### src/rtl/sipo_shift_receiver.sv
// LSB-first serial-to-parallel receiver with a valid/ready holding register.
// Define SIPO_PARITY_EN to append an even-parity bit to every frame.
module sipo_shift_receiver #(
  parameter int WIDTH = 4
) (
  input  logic             clk,
  input  logic             rst,
  input  logic             in_valid,
  input  logic             in,
  output logic [WIDTH-1:0] data,
  output logic             out_valid,
  input  logic             out_ready,
  output logic             busy,
  output logic             overflow,
  output logic             parity_err
);

  localparam int CW = $clog2(WIDTH);
  localparam logic [CW-1:0] LAST    = CW'(WIDTH - 1);
  localparam logic [CW-1:0] CNT_ONE = CW'(1'b1);

  logic [WIDTH-1:0] shift_q, shift_d;
  logic [CW-1:0]    cnt_q, cnt_d;
  logic [WIDTH-1:0] data_q, data_d;
  logic             out_valid_q, out_valid_d;
  logic             busy_q, busy_d;
  logic             overflow_q, overflow_d;
  logic             done_s;
  logic [WIDTH-1:0] word_s;

`ifdef SIPO_PARITY_EN
  typedef enum logic [0:0] {RECV = 1'b0, PAR = 1'b1} state_e;

  state_e state_q, state_d;
  logic   par_bad_s;
  logic   parity_err_q, parity_err_d;

  // Even parity: payload plus parity bit must XOR to zero.
  function automatic logic parity_ok(input logic [WIDTH-1:0] word, input logic pbit);
    parity_ok = ~(^{pbit, word});
  endfunction

  // State register
  always_ff @(posedge clk or negedge rst) begin
    if (!rst) begin
      state_q <= RECV;
    end else begin
      state_q <= state_d;
    end
  end

  // Next-state: the last payload bit hands over to the parity slot
  always_comb begin
    state_d = state_q;
    case (state_q)
      RECV: begin
        if (in_valid && (cnt_q == LAST)) state_d = PAR;
        else                             state_d = RECV;
      end
      PAR: begin
        if (in_valid) state_d = RECV;
        else          state_d = PAR;
      end
      default: state_d = RECV;
    endcase
  end

  // Receive datapath: shift payload in RECV, judge the frame in PAR
  always_comb begin
    shift_d   = shift_q;
    cnt_d     = cnt_q;
    done_s    = 1'b0;
    word_s    = shift_q;
    par_bad_s = 1'b0;
    case (state_q)
      RECV: begin
        if (in_valid) begin
          shift_d = {in, shift_q[WIDTH-1:1]};
          if (cnt_q == LAST) cnt_d = '0;
          else               cnt_d = cnt_q + CNT_ONE;
        end else begin
          shift_d = shift_q;
        end
      end
      PAR: begin
        if (in_valid) begin
          done_s    = 1'b1;
          par_bad_s = ~parity_ok(shift_q, in);
        end else begin
          done_s = 1'b0;
        end
      end
      default: begin
        cnt_d = '0;
      end
    endcase
    busy_d       = (cnt_d != '0) || (state_d == PAR);
    parity_err_d = parity_err_q | (done_s & par_bad_s);
  end

  // Sticky parity error flag
  always_ff @(posedge clk or negedge rst) begin
    if (!rst) begin
      parity_err_q <= 1'b0;
    end else begin
      parity_err_q <= parity_err_d;
    end
  end

  assign parity_err = parity_err_q;
`else
  // Receive datapath: the WIDTH-th payload bit completes the frame
  always_comb begin
    shift_d = shift_q;
    cnt_d   = cnt_q;
    done_s  = 1'b0;
    word_s  = shift_q;
    if (in_valid) begin
      shift_d = {in, shift_q[WIDTH-1:1]};
      if (cnt_q == LAST) begin
        cnt_d  = '0;
        done_s = 1'b1;
        word_s = shift_d;
      end else begin
        cnt_d = cnt_q + CNT_ONE;
      end
    end else begin
      shift_d = shift_q;
    end
    busy_d = (cnt_d != '0);
  end

  assign parity_err = 1'b0;
`endif

  // Holding register: a completed word may replace one being accepted on the same edge
  always_comb begin
    data_d      = data_q;
    out_valid_d = out_valid_q;
    overflow_d  = overflow_q;
    if (done_s) begin
      if (!out_valid_q || out_ready) begin
        data_d      = word_s;
        out_valid_d = 1'b1;
      end else begin
        overflow_d = 1'b1;
      end
    end else if (out_valid_q && out_ready) begin
      out_valid_d = 1'b0;
    end else begin
      out_valid_d = out_valid_q;
    end
  end

  // Datapath and output registers
  always_ff @(posedge clk or negedge rst) begin
    if (!rst) begin
      shift_q     <= '0;
      cnt_q       <= '0;
      data_q      <= '0;
      out_valid_q <= 1'b0;
      busy_q      <= 1'b0;
      overflow_q  <= 1'b0;
    end else begin
      shift_q     <= shift_d;
      cnt_q       <= cnt_d;
      data_q      <= data_d;
      out_valid_q <= out_valid_d;
      busy_q      <= busy_d;
      overflow_q  <= overflow_d;
    end
  end

  assign data      = data_q;
  assign out_valid = out_valid_q;
  assign busy      = busy_q;
  assign overflow  = overflow_q;

endmodule

### config.mk
export PLATFORM = sky130hd
export DESIGN_NAME = sipo_shift_receiver
export DESIGN_NICKNAME = d
export VERILOG_FILES = /design/src/rtl/sipo_shift_receiver.sv
export SDC_FILE = /design/constraint.sdc
export NUM_CORES = 1
export LEC_CHECK = 0
export ABC_CLOCK_PERIOD_IN_PS = 1300
export CORE_MARGIN = 4
export CORE_UTILIZATION = 35
export DETAILED_ROUTE_END_ITERATION = 6
export GPL_TIMING_DRIVEN = 0
export PLACE_DENSITY_LB_ADDON = 0.12
export SYNTH_ARGS = -nofsm -noshare
export SYNTH_HDL_FRONTEND = slang
export SYNTH_SLANG_ARGS = --single-unit
### constraint.sdc
create_clock -name clk -period 1.3 [get_ports clk]
set_input_delay 0.26 -clock clk [delete_from_list [all_inputs] [get_ports clk]]
set_output_delay 0.26 -clock clk [all_outputs]
set_load 0.01 [all_outputs]
==> impl_metrics.env <==
export IMPL_status="completed"
export IMPL_clockPowerShare_pct=19.8
export IMPL_synth_area_leader_cell="dfrtp_1"
export IMPL_clock_sinks=12
export IMPL_vias_per_cell=4.66
export IMPL_rows=13
export IMPL_syn_avg_cell_area_um2=14.9
export IMPL_hold_path_class="input pin to flip-flop"
export IMPL_clk_transition_reported_paths_ps=70
export IMPL_avgRoutedWirePerCell_um=13.0
export IMPL_gr_total_overflow=0
export IMPL_endpoint_kind="flip-flop"
export IMPL_cp_data_required_time_ps=1450
export IMPL_slew_viol_final=0
export IMPL_setup_violations_final=0
export IMPL_h_tree_depth=1
export IMPL_synth_top_cell_area_share_pct=61.1
export IMPL_p_int_uw=1020
export IMPL_crit_arrival_ps=1400
export IMPL_period_share_pct=95.5
export IMPL_via_count=298
export IMPL_ir_drop_uv=1020
export IMPL_timing_hold_ws_ps=219
export IMPL_timing_rr_start="cnt_q[0]$_DFF_PN0_"
export IMPL_routed_wl_um=832
export IMPL_cts_buffer_depth=2
export IMPL_drc=0
export IMPL_cts_made_buffers=3
export IMPL_grt_max_degree=13
export IMPL_rsz0062_at_grt="no"
export IMPL_leakage_uw=0.000319
export IMPL_core_area_um2=1320
export IMPL_drt_iter0_drc=1
export IMPL_pwr_share_comb_pct=38.9
export IMPL_final_common_cell="dfrtp_1"
export IMPL_syn_nets=39
export IMPL_drive_above_1_share_pct=40.8
export IMPL_die_h_um=45.5
export IMPL_multiInputGateArea_um2=179
export IMPL_worstReg2RegEnd="data[2]$_DFFE_PN0P_"
export IMPL_final_min_clock_period_ps=1240
export IMPL_power_density_nw_per_um2=2200
export IMPL_worst_slew_pin_slew_ps=507
export IMPL_swShare_pct=30.1
export IMPL_start_util_pct=37.3
export IMPL_cts_hold_buf=0
export IMPL_diodes=0
export IMPL_final_core_util_pct=50.3
export IMPL_final_cell_mix="dfrtp_1, mux2_2, dlygate4sd2_1"
export IMPL_regArea_um2=300
export IMPL_fillers=124
export IMPL_start_kind="input pin"
export IMPL_syn_cell_area_um2=492
export IMPL_crit_path_max_fanout=4
export IMPL_yosysUniqueCellTypes=15
export IMPL_ys_warn_count=0
export IMPL_ys_seq_area_share_pct=61.1
export IMPL_startpoint="out_ready"
export IMPL_root_buffer="clkbuf_4"
export IMPL_drv_cap=0
export IMPL_die_x_um=45.5
export IMPL_ant_nets=0
export IMPL_cp_endpoint="data[2]$_DFFE_PN0P_"
export IMPL_die_area_um2=2070
export IMPL_clock_skew_ps=1.12
export IMPL_netlist_instances=33
export IMPL_grt_pass1_wl_mm=1.34
export IMPL_gp_congestion=0.639
export IMPL_grt_util_all_layers_pct=9.44
export IMPL_portBuffers=10
export IMPL_tritoncts="yes"
export IMPL_dpl_hpwl_um=636
export IMPL_ios=13
export IMPL_clkLatencyLatePin_ps=270
export IMPL_first_global_vias=324
export IMPL_p_seq_share_pct=41.3
export IMPL_hold_viol=0
export IMPL_p_sw_uw=438
export IMPL_ys_top_cells_by_area="dfrtp_1, mux2_2, nor2b_4"
export IMPL_ys_seq_elements=12
export IMPL_drtPass1Iterations=2
export IMPL_nNetsFinal=56
export IMPL_worst_setup_path_type="input pin to flip-flop"
export IMPL_slew_headroom_pct=66.1
export IMPL_antenna_found_initial=0
export IMPL_ff2ff_path_depth=4
export IMPL_area_growth_pct=34.9
export IMPL_rrSetupSlack_ps=60
export IMPL_max_clock_freq_ghz=0.806
through the flow:
stage / power [uW] / std cells / cell area (um2) / worst slack, ps / TNS, ps
after floorplan: 912 / 33 / 492 / 68.8 / 0
after global placement: 1160 / 58 / 611 / -214 / -849
after detailed placement: 1200 / 58 / 611 / -266 / -1030
after CTS: 1440 / 63 / 646 / 20.9 / 0
after global routing: 1570 / 64 / 663 / 9.28 / 0
final: 1460 / 64 / 663 / 58.8 / 0
layer usage:
layer | global-route usage (%) | wire [um] | vias to the layer above
met5 | 0 | 0 | -
met4 | 7.02 | 0 | 0
met3 | 3.16 | 94 | 0
met2 | 15.9 | 416 | 12
met1 | 9.50 | 320 | 146
li1 | - | - | 140
power by group through the flow:
stage	registers, uW	clock network (uW)	logic [uW]
5_1_grt	623	310	635
4_1_cts	602	304	536
6_report	602	289	566
2_1_floorplan	661	0	251
3_5_place_dp	623	0	573
3_3_place_gp	609	0	548
registers in the layout (all words and copies together) (netlist names):
| name | flops |
|---|---|
| data | 4 |
| busy | 1 |
| out_valid | 1 |
| overflow | 1 |
| shift_q | 3 |
| cnt_q | 2 |
worst min path at each step:
stage / startpoint / to / slack, ps / cells after the start
floorplan: rst / busy$_DFF_PN0_ / -40 / 0
global placement: overflow$_DFFE_PN0P_ / overflow$_DFFE_PN0P_ / 460 / 1
detailed placement: overflow$_DFFE_PN0P_ / overflow$_DFFE_PN0P_ / 480 / 1
CTS: in_valid / cnt_q[0]$_DFF_PN0_ / 210 / 2
global route: in_valid / cnt_q[0]$_DFF_PN0_ / 220 / 2
finish: in_valid / cnt_q[0]$_DFF_PN0_ / 220 / 2
cells in the mapped netlist, drive strengths merged:
library cell and n:
dfrtp 12, nor3 1, mux2 8, ha 1, xor2 1, nor2b 1
inv 1, a31oi 1, conb 1, o21bai 1, buf 2, nand2 2
nand2b 1
repair_timing:
action / CTS / global route
setup endpoints to repair: 11 / 4
endpoints found under the hold margin: 0 / 0
buffers inserted: 1 / 1
resized for setup: 7 / 2
worst max-delay path, cell delays in order:
cell and delay [ps]:
clkdlybuf4s50_1 470, nand2b_4 130, nor2b_4 190, mux2_2 350
area by class of cell:
class                      count  share of cell area [%]
timing repair buffer          12                    16.0
buffer                         2                    2.83
multi-input combinational     18                    27.0
clock buffer                   4                    5.47
inverter                       1                   0.566
sequential                    12                    45.3
tap                           15                    2.83
cell families (layout without fill, tap and decap cells):
logic type      after synthesis  in the layout  synth area share [%]
buf+inv                       3             19                  4.58
simple gates                  5              5                  8.14
fa+ha+maj                     1              1                  2.54
mux                           8              8                  18.3
flops                        12             12                  61.1
other cells                   1              1                 0.763
compound gates                2              2                  2.80
xor+xnor                      1              1                  1.78
Note: power is estimated with default switching activity, not from simulation.
==> RTL change 1 (same flow settings) <==
Put one more register stage on the output `overflow`, with the module's reset. The value now appears one clock later. The other outputs are not delayed to match.
--- a/src/rtl/sipo_shift_receiver.sv
+++ b/src/rtl/sipo_shift_receiver.sv
@@ -176,3 +176,9 @@
   assign busy      = busy_q;
-  assign overflow  = overflow_q;
+  always_ff @(posedge clk or negedge rst) begin
+    if (!rst) begin
+      overflow <= '0;
+    end else begin
+      overflow <= overflow_q;
+    end
+  end
 
Behaviour: not the same (Yosys sat finds a counterexample within 10 cycles, from zero or initial values and one cycle with rst low).
==> RTL change 1 against the original RTL <==
- combinational power is 7.6% lower
- worst setup slack worse by 0.020 ns
- die area grew 4.2%
- critical path depth unchanged
- highest routed layer unchanged
- sequential cell count is 1 higher
- critical path type is now register to register
- synthesized area rose by 5.1%
- design area down 0.38%
- largest cell class unchanged
- routed wire length down 3.5%
- total power decreased by 3.4%
==> RTL change 1: results (changes against the original RTL) <==
| Metric | Value |
|---|---|
| Vias in the first global route | `331 (was 324)` |
| Fill cells | `137 (was 124)` |
| Routed vias/inst | `4.73 (was 4.66)` |
| WL per Instance | `12.5 µm (was 13.0 µm)` |
| Mux share of post-synthesis cell area | `17.4% (was 18.3%)` |
| Peak supply drop | `0.764 mV (was 1.02 mV)` |
| Mapped Cells | `34 (was 33)` |
| First-pass GRT wire length | `1400 µm (was 1340 µm)` |
| Final GP Congestion | `0.663 (was 0.639)` |
| Fmax | `793 MHz (was 806 MHz)` |
| Xor/xnor cell area share of the yosys netlist | `1.69% (was 1.78%)` |
| Slowest-stage cell, CP | `dfrtp_1 (was clkdlybuf4s50_1)` |
| Crit Path Class | `register to register (was input port to register)` |
| Top delay family on crit path | `flip-flops (was buffers and inverters)` |
| Placed Area | `636 µm² (was 611 µm²)` |
| Synthesized-area fraction occupied by adder cells | `2.42% (was 2.54%)` |
| CP peak stage delay | `0.37 ns (was 0.47 ns)` |
| Initial DRC Count | `2 (was 1)` |
| Status | `completed (unchanged)` |
| Layout cells sized above 1 | `32.7% (was 40.8%)` |
| Synth Area in Compound Gates | `2.66% (was 2.80%)` |
| Post-place setup slack | `-0.231 ns (was -0.266 ns)` |
| Post-synth top cells | `dfrtp_1, mux2_2 (unchanged)` |
| Sequential share of power | `46.1% (was 41.3%)` |
| Pin count of the biggest net entering global routing | `14 (was 13)` |
| Worst setup path endpoint | `data[1]$_DFFE_PN0P_ (was data[2]$_DFFE_PN0P_)` |
| Sw Ratio | `30.2% (was 30.1%)` |
-- RTL change 1: final cells by class --
cell class                      count  area, µm²  area share [%]
Sequential cell                    13        325            49.2
Multi-Input combinational cell     18        169            25.6
Timing Repair Buffer               11       98.8            15.0
Clock buffer                        4       26.3            3.98
Buffer                              2       18.8            2.84
Tap cell                           15       18.8            2.84
Inverter                            1       3.75           0.568
-- RTL change 1: cells by family after synthesis --
family	after synthesis
buf+inv	3
mux	8
compound gates	2
xor+xnor	1
flops	13
fa+ha+maj	1
simple gates	5
other cells	1
-- RTL change 1: metal layers --
metal / part of all wire, % / vias up / routed length (µm) / GRT usage [%]
li1: - / 141 / - / -
met1: 37 / 152 / 301 / 10.5
met2: 53 / 10 / 428 / 15.4
met3: 9.1 / 0 / 73 / 4.69
met4: 0 / 0 / 0 / 6.82
met5: 0 / - / 0 / 0
-- RTL change 1: timing repair --
item | in CTS | in global routing
gates resized for setup | 7 | 0
buffers inserted | 1 | 0
endpoints found under the setup margin | 11 | 4
-- RTL change 1: worst min-delay path by stage --
stage | startpoint | depth (start not counted) | endpoint | slack (ns)
after global routing | in_valid | 2 | cnt_q[0]$_DFF_PN0_ | 0.20
after CTS | in_valid | 2 | cnt_q[0]$_DFF_PN0_ | 0.21
after detailed placement | overflow_q$_DFFE_PN0P_ | 0 | overflow$_DFF_PN0_ | 0.36
after floorplan | rst | 0 | busy$_DFF_PN0_ | -0.04
final | in_valid | 2 | cnt_q[0]$_DFF_PN0_ | 0.22
after global placement | overflow_q$_DFFE_PN0P_ | 0 | overflow$_DFF_PN0_ | 0.36
-- RTL change 1: metrics by stage --
stage	hold slack, ns	TNS, ns
after floorplan	-0.0356	0
after global placement	0.358	-0.856
after detailed placement	0.358	-0.917
after CTS	0.209	0
after global routing	0.201	-0.0263
final	0.219	0
==> RTL change 2 (config.mk and constraints unchanged) <==
Without the edit above. Change the parameter `WIDTH` from 4 to 8.
--- a/src/rtl/sipo_shift_receiver.sv
+++ b/src/rtl/sipo_shift_receiver.sv
@@ -3,3 +3,3 @@
 module sipo_shift_receiver #(
-  parameter int WIDTH = 4
+  parameter int WIDTH = 8
 ) (
Ports: changed (resized data); port bits go from 13 to 17. The function was not compared with the original's and may differ.
==> RTL change 2 against the original RTL <==
- the run now ends with negative setup slack left
- sequential share of layout area up 1.4 points
- total power is 52% higher
- worst setup slack worse by 0.23 ns
- sequential cell count grew 9
- first-iteration DRC count grew 100%
- synthesized area rose by 68%
- design area is 70% higher
- routed wire length is 57% higher
- largest cell class unchanged
- highest routed layer is now met4
==> RTL change 2: results (changes against the original RTL) <==
| Metric | Value |
|---|---|
| Layout cells sized above 1 | `41.3% (was 40.8%)` |
| Initial DRC Count | `2 (was 1)` |
| Initial DRT Pass Iterations | `3 (was 2)` |
| Peak supply drop | `0.857 mV (was 1.02 mV)` |
| Hold_ws | `0.476 ns (was 0.219 ns)` |
| Hold WC Path Type | `input port to async pin (was input port to register)` |
| Post-place setup slack | `-0.448 ns (was -0.266 ns)` |
| Endpoints failing setup | `9 (was 0)` |
| Max FFs per register | `8 (was 4)` |
| Slowest-stage cell, CP | `dfrtp_1 (was clkdlybuf4s50_1)` |
| CTS Buf Count | `3 (unchanged)` |
| Mux share of post-synthesis cell area | `24.9% (was 18.3%)` |
| GR Util met1 | `13.3% (was 9.50%)` |
| Final HPWL DP | `870 µm (was 636 µm)` |
| Final TNS setup | `-1.50 ns (was 0 ns)` |
| Vias in the first global route | `480 (was 324)` |
| Slew @ Worst Pin | `0.925 ns (was 0.507 ns)` |
| Xor/xnor cell area share of the yosys netlist | `0% (was 1.78%)` |
| CP peak stage delay | `0.40 ns (was 0.47 ns)` |
| M2 GR Usage | `12.7% (was 15.9%)` |
| Fin nets | `83 (was 56)` |
| Status | `finished with violations (was completed)` |
| FF-to-FF End | `busy$_DFF_PN0_ (was data[2]$_DFFE_PN0P_)` |
| Mapped Cells | `52 (was 33)` |
| Synth Area in Compound Gates | `0.910% (was 2.80%)` |
| Clock root cell | `clkbuf_4 (unchanged)` |
| Routed vias/inst | `4.59 (was 4.66)` |
| Synthesized-area fraction occupied by adder cells | `3.03% (was 2.54%)` |
| LEAKAGE | `0.541 nW (was 0.319 nW)` |
| Pin count of the biggest net entering global routing | `22 (was 13)` |
| Final Skew | `0.00572 ns (was 0.00112 ns)` |
| Placed Area | `1040 µm² (was 611 µm²)` |
| Sequential area share after synthesis | `63.7% (was 61.1%)` |
| Clock Latency Late Sink | `0.29 ns (was 0.27 ns)` |
| Routed WL | `1310 µm (was 832 µm)` |
| First-pass GRT wire length | `2310 µm (was 1340 µm)` |
| Syn nets | `59 (was 39)` |
| Clock transition at the registers of the reported paths | `0.11 ns (was 0.07 ns)` |
| R2r setup slk | `-0.17 ns (was 0.06 ns)` |
| Placed Cells | `95 (was 58)` |
| PortBufs | `15 (was 10)` |
| Final GP Congestion | `0.596 (was 0.639)` |
| Gr usage total | `9.31% (was 9.44%)` |
| Failing checks | `negative setup slack` |
| Largest cells by area after synthesis | `dfrtp_1, mux2_2, ha_1 (was dfrtp_1, mux2_2, nor2b_4)` |
| Post-layout worst setup margin | `-0.174 ns (was 0.0588 ns)` |
-- RTL change 2: repair_timing --
action | in CTS | in global routing
gates resized for setup | 19 | 3
setup endpoints to repair | 20 | 11
buffers inserted | 3 | 1
pin swaps | 1 | 1
-- RTL change 2: cell families (layout without fill, tap and decap cells) --
kind of cell / count (synthesis) / in the layout
other cells: 1 / 1
simple gates: 6 / 6
compound gates: 1 / 1
buf+inv: 3 / 26
flops: 21 / 21
fa+ha+maj: 2 / 2
mux: 18 / 18
-- RTL change 2: area by class of cell --
| type | count | area (µm²) |
|---|---|---|
| Clock buffer | 4 | 26.3 |
| Buffer | 3 | 33.8 |
| Tap cell | 28 | 35.0 |
| Multi-Input combinational cell | 28 | 335 |
| Sequential cell | 21 | 526 |
| Timing Repair Buffer | 19 | 170 |
| Fill cell | 215 | 1110 |
-- RTL change 2: worst max path at each step --
stage | from | end | slack, ns | cells past startpoint
final | cnt_q[1]$_DFF_PN0_ | busy$_DFF_PN0_ | -0.17 | 4
after global routing | cnt_q[0]$_DFF_PN0_ | data[5]$_DFFE_PN0P_ | -0.25 | 6
after CTS | cnt_q[0]$_DFF_PN0_ | data[3]$_DFFE_PN0P_ | -0.20 | 6
after detailed placement | in_valid | busy$_DFF_PN0_ | -0.45 | 4
after global placement | in_valid | busy$_DFF_PN0_ | -0.45 | 4
after floorplan | cnt_q[0]$_DFF_PN0_ | busy$_DFF_PN0_ | -0.12 | 4
-- RTL change 2: per-layer routing --
layer / part of all wire (%) / wire length [µm]
met5: 0 / 0
met4: 1.1 / 14
met3: 6.7 / 87
met2: 45 / 585
met1: 47 / 618
-- RTL change 2: critical path, delay by kind of cell, from the launching register on --
kind          cells  cell delay [ns]
mux               1             0.26
simple gates      1             0.30
flops             1             0.40
fa+ha+maj         2             0.40
-- RTL change 2: where the power goes --
group          switching (mW)  internal [mW]  total, mW
Clock                   0.177          0.119      0.296
Sequential              0.132          0.898       1.03
Combinational           0.313          0.579      0.892
